## config.mk

```make
export PLATFORM = sky130hd
export DESIGN_NAME = komut_bellek
export DESIGN_NICKNAME = d
export VERILOG_FILES = /design/src/rtl/komut_bellek.sv
export SDC_FILE = /design/constraint.sdc
export NUM_CORES = 2
export LEC_CHECK = 0
export ABC_AREA = 0
export BUFFER_PORTS_ARGS = -buffer_cell sky130_fd_sc_hd__buf_2
export CAP_MARGIN = 15
export CORE_MARGIN = 3
export CORE_UTILIZATION = 30
export DETAILED_ROUTE_END_ITERATION = 6
export PLACE_DENSITY_LB_ADDON = 0.3
export SLEW_MARGIN = 20
export SYNTH_ARGS = -nofsm -noshare
export SYNTH_HDL_FRONTEND = slang
export SYNTH_SLANG_ARGS = --single-unit
```

## constraint.sdc

```tcl
create_clock -name clk -period 4 [get_ports clk]
set_clock_uncertainty 0.05 [all_clocks]
set_input_delay 0.8 -clock clk [delete_from_list [all_inputs] [get_ports clk]]
set_output_delay 0.8 -clock clk [all_outputs]
set_load 0.1 [all_outputs]
```

## src/rtl/komut_bellek.sv

```systemverilog
// komut_bellek: byte-streamed instruction memory loader with a combinational
// instruction read port.
// Optional feature macro: ADRES_DENETIM_EN. When defined, a misaligned or
// out-of-range pc seen while hazir=1 also sets the sticky hata flag.
module komut_bellek #(
  parameter int DERINLIK = 64
) (
  input  logic        clk,
  input  logic        reset,
  input  logic [31:0] pc,
  output logic [31:0] komut,
  output logic        hazir,
  output logic        hata,
  input  logic        yukle_gecerli,
  input  logic [7:0]  yukle_bayt,
  input  logic        yukle_son,
  output logic        yukle_hazir
);

  localparam int AW = (DERINLIK > 1) ? $clog2(DERINLIK) : 1;
  localparam int WW = $clog2(DERINLIK + 1);

  typedef enum logic [1:0] {
    BOS,
    YUKLE,
    CALIS
  } durum_t;

  durum_t        durum;
  durum_t        durumSonraki;
  logic [WW-1:0] wptr;
  logic [1:0]    baytSay;
  logic [31:0]   kaydirma;
  logic [31:0]   mem [DERINLIK];
  logic [DERINLIK-1:0] dolu;

  logic          kabul;
  logic          yazma;
  logic          sonYazma;
  logic [31:0]   kelime;
  logic [31:0]   kelimeAdr;
  logic          adrGecerli;
  logic [AW-1:0] memAdr;

  // The loader takes bytes until the program is complete; reset also closes it.
  assign yukle_hazir = reset & (durum != CALIS);

  // Handshake decode and little-endian placement of the incoming byte into
  // the partially assembled word; upper bytes not yet received stay zero.
  always_comb begin
    kabul    = yukle_gecerli & yukle_hazir;
    kelime   = kaydirma | ({24'h0, yukle_bayt} << {baytSay, 3'b000});
    yazma    = kabul & ((baytSay == 2'd3) | yukle_son);
    sonYazma = yazma & (yukle_son | (wptr == WW'(DERINLIK - 1)));
  end

  // Next-state logic: the load ends on the flagged last byte or when memory fills.
  always_comb begin
    durumSonraki = durum;
    case (durum)
      BOS: begin
        if (kabul) begin
          durumSonraki = sonYazma ? CALIS : YUKLE;
        end
      end
      YUKLE: begin
        if (sonYazma) begin
          durumSonraki = CALIS;
        end
      end
      CALIS: begin
        durumSonraki = CALIS;
      end
      default: begin
        durumSonraki = BOS;
      end
    endcase
  end

  // Control state, word pointer, byte assembly, written-word map and fault flag.
  always_ff @(posedge clk or negedge reset) begin
    if (!reset) begin
      durum    <= BOS;
      wptr     <= '0;
      baytSay  <= 2'd0;
      kaydirma <= 32'h0;
      hazir    <= 1'b0;
      hata     <= 1'b0;
      dolu     <= '0;
    end else begin
      durum <= durumSonraki;
      hazir <= (durumSonraki == CALIS);
      if (yazma) begin
        dolu[wptr[AW-1:0]] <= 1'b1;
        wptr               <= wptr + 1'b1;
        baytSay            <= 2'd0;
        kaydirma           <= 32'h0;
      end else if (kabul) begin
        kaydirma <= kelime;
        baytSay  <= baytSay + 2'd1;
      end
      if ((durum == CALIS) && yukle_gecerli) begin
        hata <= 1'b1;
      end
`ifdef ADRES_DENETIM_EN
      if (hazir && ((pc[1:0] != 2'b00) || !adrGecerli)) begin
        hata <= 1'b1;
      end
`endif
    end
  end

  // Word storage; words never written read back as zero through the dolu map,
  // so the array itself needs no clearing.
  always_ff @(posedge clk) begin
    if (yazma) begin
      mem[wptr[AW-1:0]] <= kelime;
    end
  end

  // Combinational fetch: only valid once the program is loaded and pc is in range.
  always_comb begin
    kelimeAdr  = pc >> 2;
    adrGecerli = kelimeAdr < 32'(DERINLIK);
    memAdr     = kelimeAdr[AW-1:0];
    komut      = 32'h0;
    if (hazir && adrGecerli && dolu[memAdr]) begin
      komut = mem[memAdr];
    end
  end

endmodule

```

Word-level counts from Yosys, hierarchy flattened:

Memories as Yosys holds them, arrays and structs flattened.
Index checks and enable logic that the tools add are counted.

* input port bits: 44
* logic and storage cells: 50
* register bits after elaboration: 109
* output and inout bits: 35
* bits in writable memories: 2048
* memories kept: 1

Memory list
* mem: words 64, width 32, rd ports 1, clocked after Yosys merged registers in 0, wr ports 1, line 34 `logic [31:0] mem [DERINLIK];`

* $add $sub $neg: 2
* reduce and logical (&&, ||, !) cells: 6
* equality and inequality tests: 6
* bitwise operators: 8
* shifts and indexed selects: 1
* mux-type cells: 15
* order comparisons: 4

Operator list (number)
* $mux W32: 3
* $or A64 B64 Y64: 1
* $or A32 B32 Y32: 1
* $shl A8 B5 Y32: 1
* $lt A30 B7 Y1 const B: 1
* $lt A6 B7 Y1 const B: 2
* $mux W2: 5
* $add A7 B1 Y7 const B: 1
* $eq A7 B6 Y1 const B: 1
* $bmux W1 S6: 1
* $demux W1 S6: 1
* $eq A2 B2 Y1 const B: 3
* $ge A6 B1 Y1 const B: 1
* $pmux W2 S3: 1
* $and A1 B1 Y1: 4
* $logic_and A1 B1 Y1: 4
* $mux W1: 4
* $add A2 B1 Y2 const B: 1
* $eq A2 B1 Y1 const B: 1
* $logic_not A2 Y1: 1
* $ne A2 B2 Y1 const B: 1
* $or A1 B1 Y1: 2
* $reduce_bool A2 Y1: 1

Logic depth before layout (Yosys ltp):

* word-level depth: 9
* mapped depth: 12
* depth with buffers taken out: 7

Worst setup path after synthesis:

Ideal clock, no wire load.

* kind: input to output
* from: in pc[4]
* to: out komut[4]
* path buffers: 5
* stages on the path: 10
* data arrival time: 4.526 ns
* data required time: 3.150 ns
* slack: -1.376 ns
* path through: buf_2 buf_6 buf_2 clkbuf_1 buf_2 nand2_1 a32o_1 a31oi_1 a21oi_1 nor3b_1

* word-level cells in the longest chain between the ends: 4
* elaborated cells on any way between the ends: 7
* classes of those cells: order compare (1); mux (3); reduce/logical (2); memory (1)

RTL lines
* from (decl): line 10 `input logic [31:0] pc,`
* $lt A30 B7 Y1 / $bmux W1 S6 (equally long branches): line 124, 127
* $logic_and A1 B1 Y1 / $mux W1 (equally long branches): line 127 `if (hazir && adrGecerli && dolu[memAdr]) begin`
* $logic_and A1 B1 Y1: line 127
* $mux W32 (*): line 127
* to (decl): line 11 `output logic [31:0] komut,`

Every way passes the cells marked *; elsewhere a longest branch is shown, timed or not. The select of a mux whose other input is x is not followed.

Worst setup path after layout:

* from: in pc[2]
* to: out komut[14]

Same word-level chain as after synthesis.

==> flow_summary.ini <==
[status]
status = finished with violations
violations = setup timing

[routing]
vias = 41728
ant_nets = 0
drc = 0
drtIter0Drc = 4470
via_per_inst = 5.03
wl_mm = 228
firstDrtPassIters = 5
routedWlPerCell_um = 27.5

[floorplan]
die_y_um = 533
coreArea_um2 = 275000
start_util_pct = 30.3
ioPinCount = 79
die-area_um2 = 284000
fp-row-count = 192
die_w_um = 533

[timing]
finalSetupViolCount = 29
period_needed_ps = 4110
drv_slew = 0
holdWs_ps = 75.9
hold_viol = 0
grt_setup_unrepaired = yes
period_share_pct = 103
worst_slew_pin_slew_ps = 1060
fmax_mhz = 243
setup_slack_ps = -108
slew_headroom_pct = 29.6

[yosys]
ys_ff_latch = 2157
synthTopCellsByArea = edfxtp_1 74%, mux4_2 14%, dfrtp_1 3.3%, mux2i_1 1.9%, nor2_1 0.70%
yosysUniqueCellTypes = 60
synth_commonest_cells = 2048 x edfxtp_1, 507 x mux4_2, 155 x mux2i_1, 155 x nor2_1, 109 x dfrtp_1
synthFlopType = edfxtp_1
yosysSeqAreaShare_pct = 77.2
synth_top_area_share_pct = 73.9
synthArstFlopShare_pct = 5.05
synth_most_common_cell = edfxtp_1
syn_inst = 3811
yosys.area.top_type = edfxtp_1
synth_area_um2 = 83200
syn_avg_cell_area_um2 = 21.8
synth_nets = 3857
yosys_warnings = 0
synth_edf_count = 2048

[clock_tree]
cts.sinks = 2157
cts_root_buf = clkbuf_16
cts_buffers = 214
clk_transition_reported_paths_ps = 60
cts_tree = built
clockBufferDepth = 3
clk_latency_ps = 860
htreeDepth = 4

[grt]
track_usage_pct = 15.7
grt_pass1_vias = 42477
grt_pass1_wl_mm = 321
grt_max_degree = 66
antenna_found_initial = 12
gr-total-overflow = 0

[layout]
drive_above_1_share_pct = 37.0
final_cells = 8294
area_delta_synth_final_pct = 22.8
finalNetCount = 4466
fin_area_um2 = 102000
nFillCells = 25039

[pwr]
seqPwrFrac_pct = 51.6
p_switching_w = 0.0122
p_comb_share_pct = 9.8
cellLeakagePower_nw = 33.7
cellPowerDensity_nw_per_um2 = 504
clock_power_share_pct = 38.6
intPower_w = 0.0393
switching_share_pct = 23.6
vdd_drop_max_uv = 477

[worst_setup_path]
cp.required_ps = 3150
cp_max_fo = 10
worstSetupEndpointType = output port
startpoint_type = input port
arrival_ps = 3260
worstSetupPathType = in -> out

[place]
placed_area_um2 = 93000
dp_slack_ps = -593
hpwl_mm = 135
place.gp.congestion = 0.775
dp_cells = 7841
io_buffers = 76

[run]
max-cap-violations = 0

[worst_hold_path]
hold_class = in -> async
## what timing repair did
| action | in CTS | in global routing |
|---|---|---|
| hold buffers | 0 | 0 |
| pin swaps | 40 | 34 |
| gates resized for setup | 244 | 48 |
| setup buffers | 33 | 9 |
| cloned | 12 | 7 |
| setup endpoints to repair | 32 | 32 |
## power groups by stage
stage                     registers, W  clock network [W]  logic (W)
after floorplan                 0.0271                  0    0.00238
after global placement          0.0271                  0    0.00467
after detailed placement        0.0271                  0    0.00483
after CTS                       0.0266             0.0203    0.00504
after global routing            0.0266             0.0212    0.00540
final                           0.0266             0.0199    0.00506
## metal layers
layer | up-vias | global-route usage [%] | wire, µm
li1 | 17231 | - | -
met1 | 22757 | 22.6 | 101000
met2 | 1435 | 24.6 | 107000
met3 | 299 | 2.59 | 14600
met4 | 6 | 4.36 | 5860
met5 | - | 0 | 40
## logic make-up after synthesis
family                   share of synthesized area [%]
AO/OA/AOI/OAI                                     2.83
flip-flops                                        77.2
AND/OR/NAND/NOR                                   2.08
buffers and inverters                             1.50
adder cells (fa/ha/maj)                         0.0301
XOR/XNOR                                        0.0526
multiplexers                                      16.3
## placed cells by master (no fill, tap or decap), types with 7 or more instances in the layout
cell type / n
nand3_1: 22
o22ai_1: 32
edfxtp_1: 2048
mux2_2: 38
nor2_1: 85
a21oi_4: 10
nor2b_1: 17
a22oi_2: 14
buf_6: 16
a21oi_2: 10
buf_12: 141
clkbuf_8: 11
a21oi_1: 47
nor2_4: 65
o22ai_2: 17
clkbuf_1: 41
bufbuf_16: 7
a22oi_1: 39
a221oi_1: 23
clkinv_2: 41
buf_2: 38
o21a_4: 11
o21ai_1: 34
mux4_2: 509
o21ai_0: 30
nand2_1: 47
a211oi_1: 7
clkinv_1: 50
dfrtp_1: 109
a21o_2: 26
buf_8: 8
bufinv_16: 18
clkbuf_16: 224
buf_16: 23
clkinvlp_4: 8
buf_4: 367
or2_1: 65
mux2i_1: 144
## through the flow
stage	power (W)	setup TNS, ps	utilization, %
5_1_grt	0.0532	-3490	37.2
3_3_place_gp	0.0317	-12560	33.8
4_1_cts	0.0519	-2970	37.0
6_report	0.0515	-1570	37.2
2_1_floorplan	0.0295	0	-
3_5_place_dp	0.0319	-12150	33.8
## flip-flops by register name (all words and copies together) (netlist names)
| name | flops |
|---|---|
| hazir | 1 |
| baytSay | 2 |
| durum | 2 |
| wptr | 7 |
| mem | 2048 |
| kaydirma | 32 |
| hata | 1 |
| dolu | 64 |
## critical path, stage by stage
cell      delay [ps]
buf_16           150
buf_16           150
buf_6            110
buf_6             90
mux4_2           470
nand2b_4         150
a311oi_2         250
nor2_1            80
o2111a_2         300
buf_12           160
buf_12           150
o311a_4          170
buf_12           190
## cell type report
type	count	area, µm²	area share (%)
Inverter	5	23.8	0.0233
Tap cell	3686	4610	4.52
Clock inverter	130	1210	1.19
Sequential cell	2157	64200	62.9
Clock buffer	269	5740	5.62
Timing Repair Buffer	607	7100	6.96
Antenna cell	5	12.5	0.0123
Multi-Input combinational cell	1435	19200	18.8
## path summary, 6_finish.rpt
check                                    from           to  slack, ps  cells after the start
worst max-delay path                    pc[2]    komut[14]       -110                     13
worst min register to register        dolu[6]      dolu[6]        410                      1
max in group asynchronous               reset      dolu[8]       2480                      3
min in group clk                yukle_gecerli         hata        220                      3
worst max register to register     baytSay[0]  mem[46][13]        610                      8
worst min-delay path                    reset     dolu[38]         80                      2
Power figures use the tool's default switching activity.
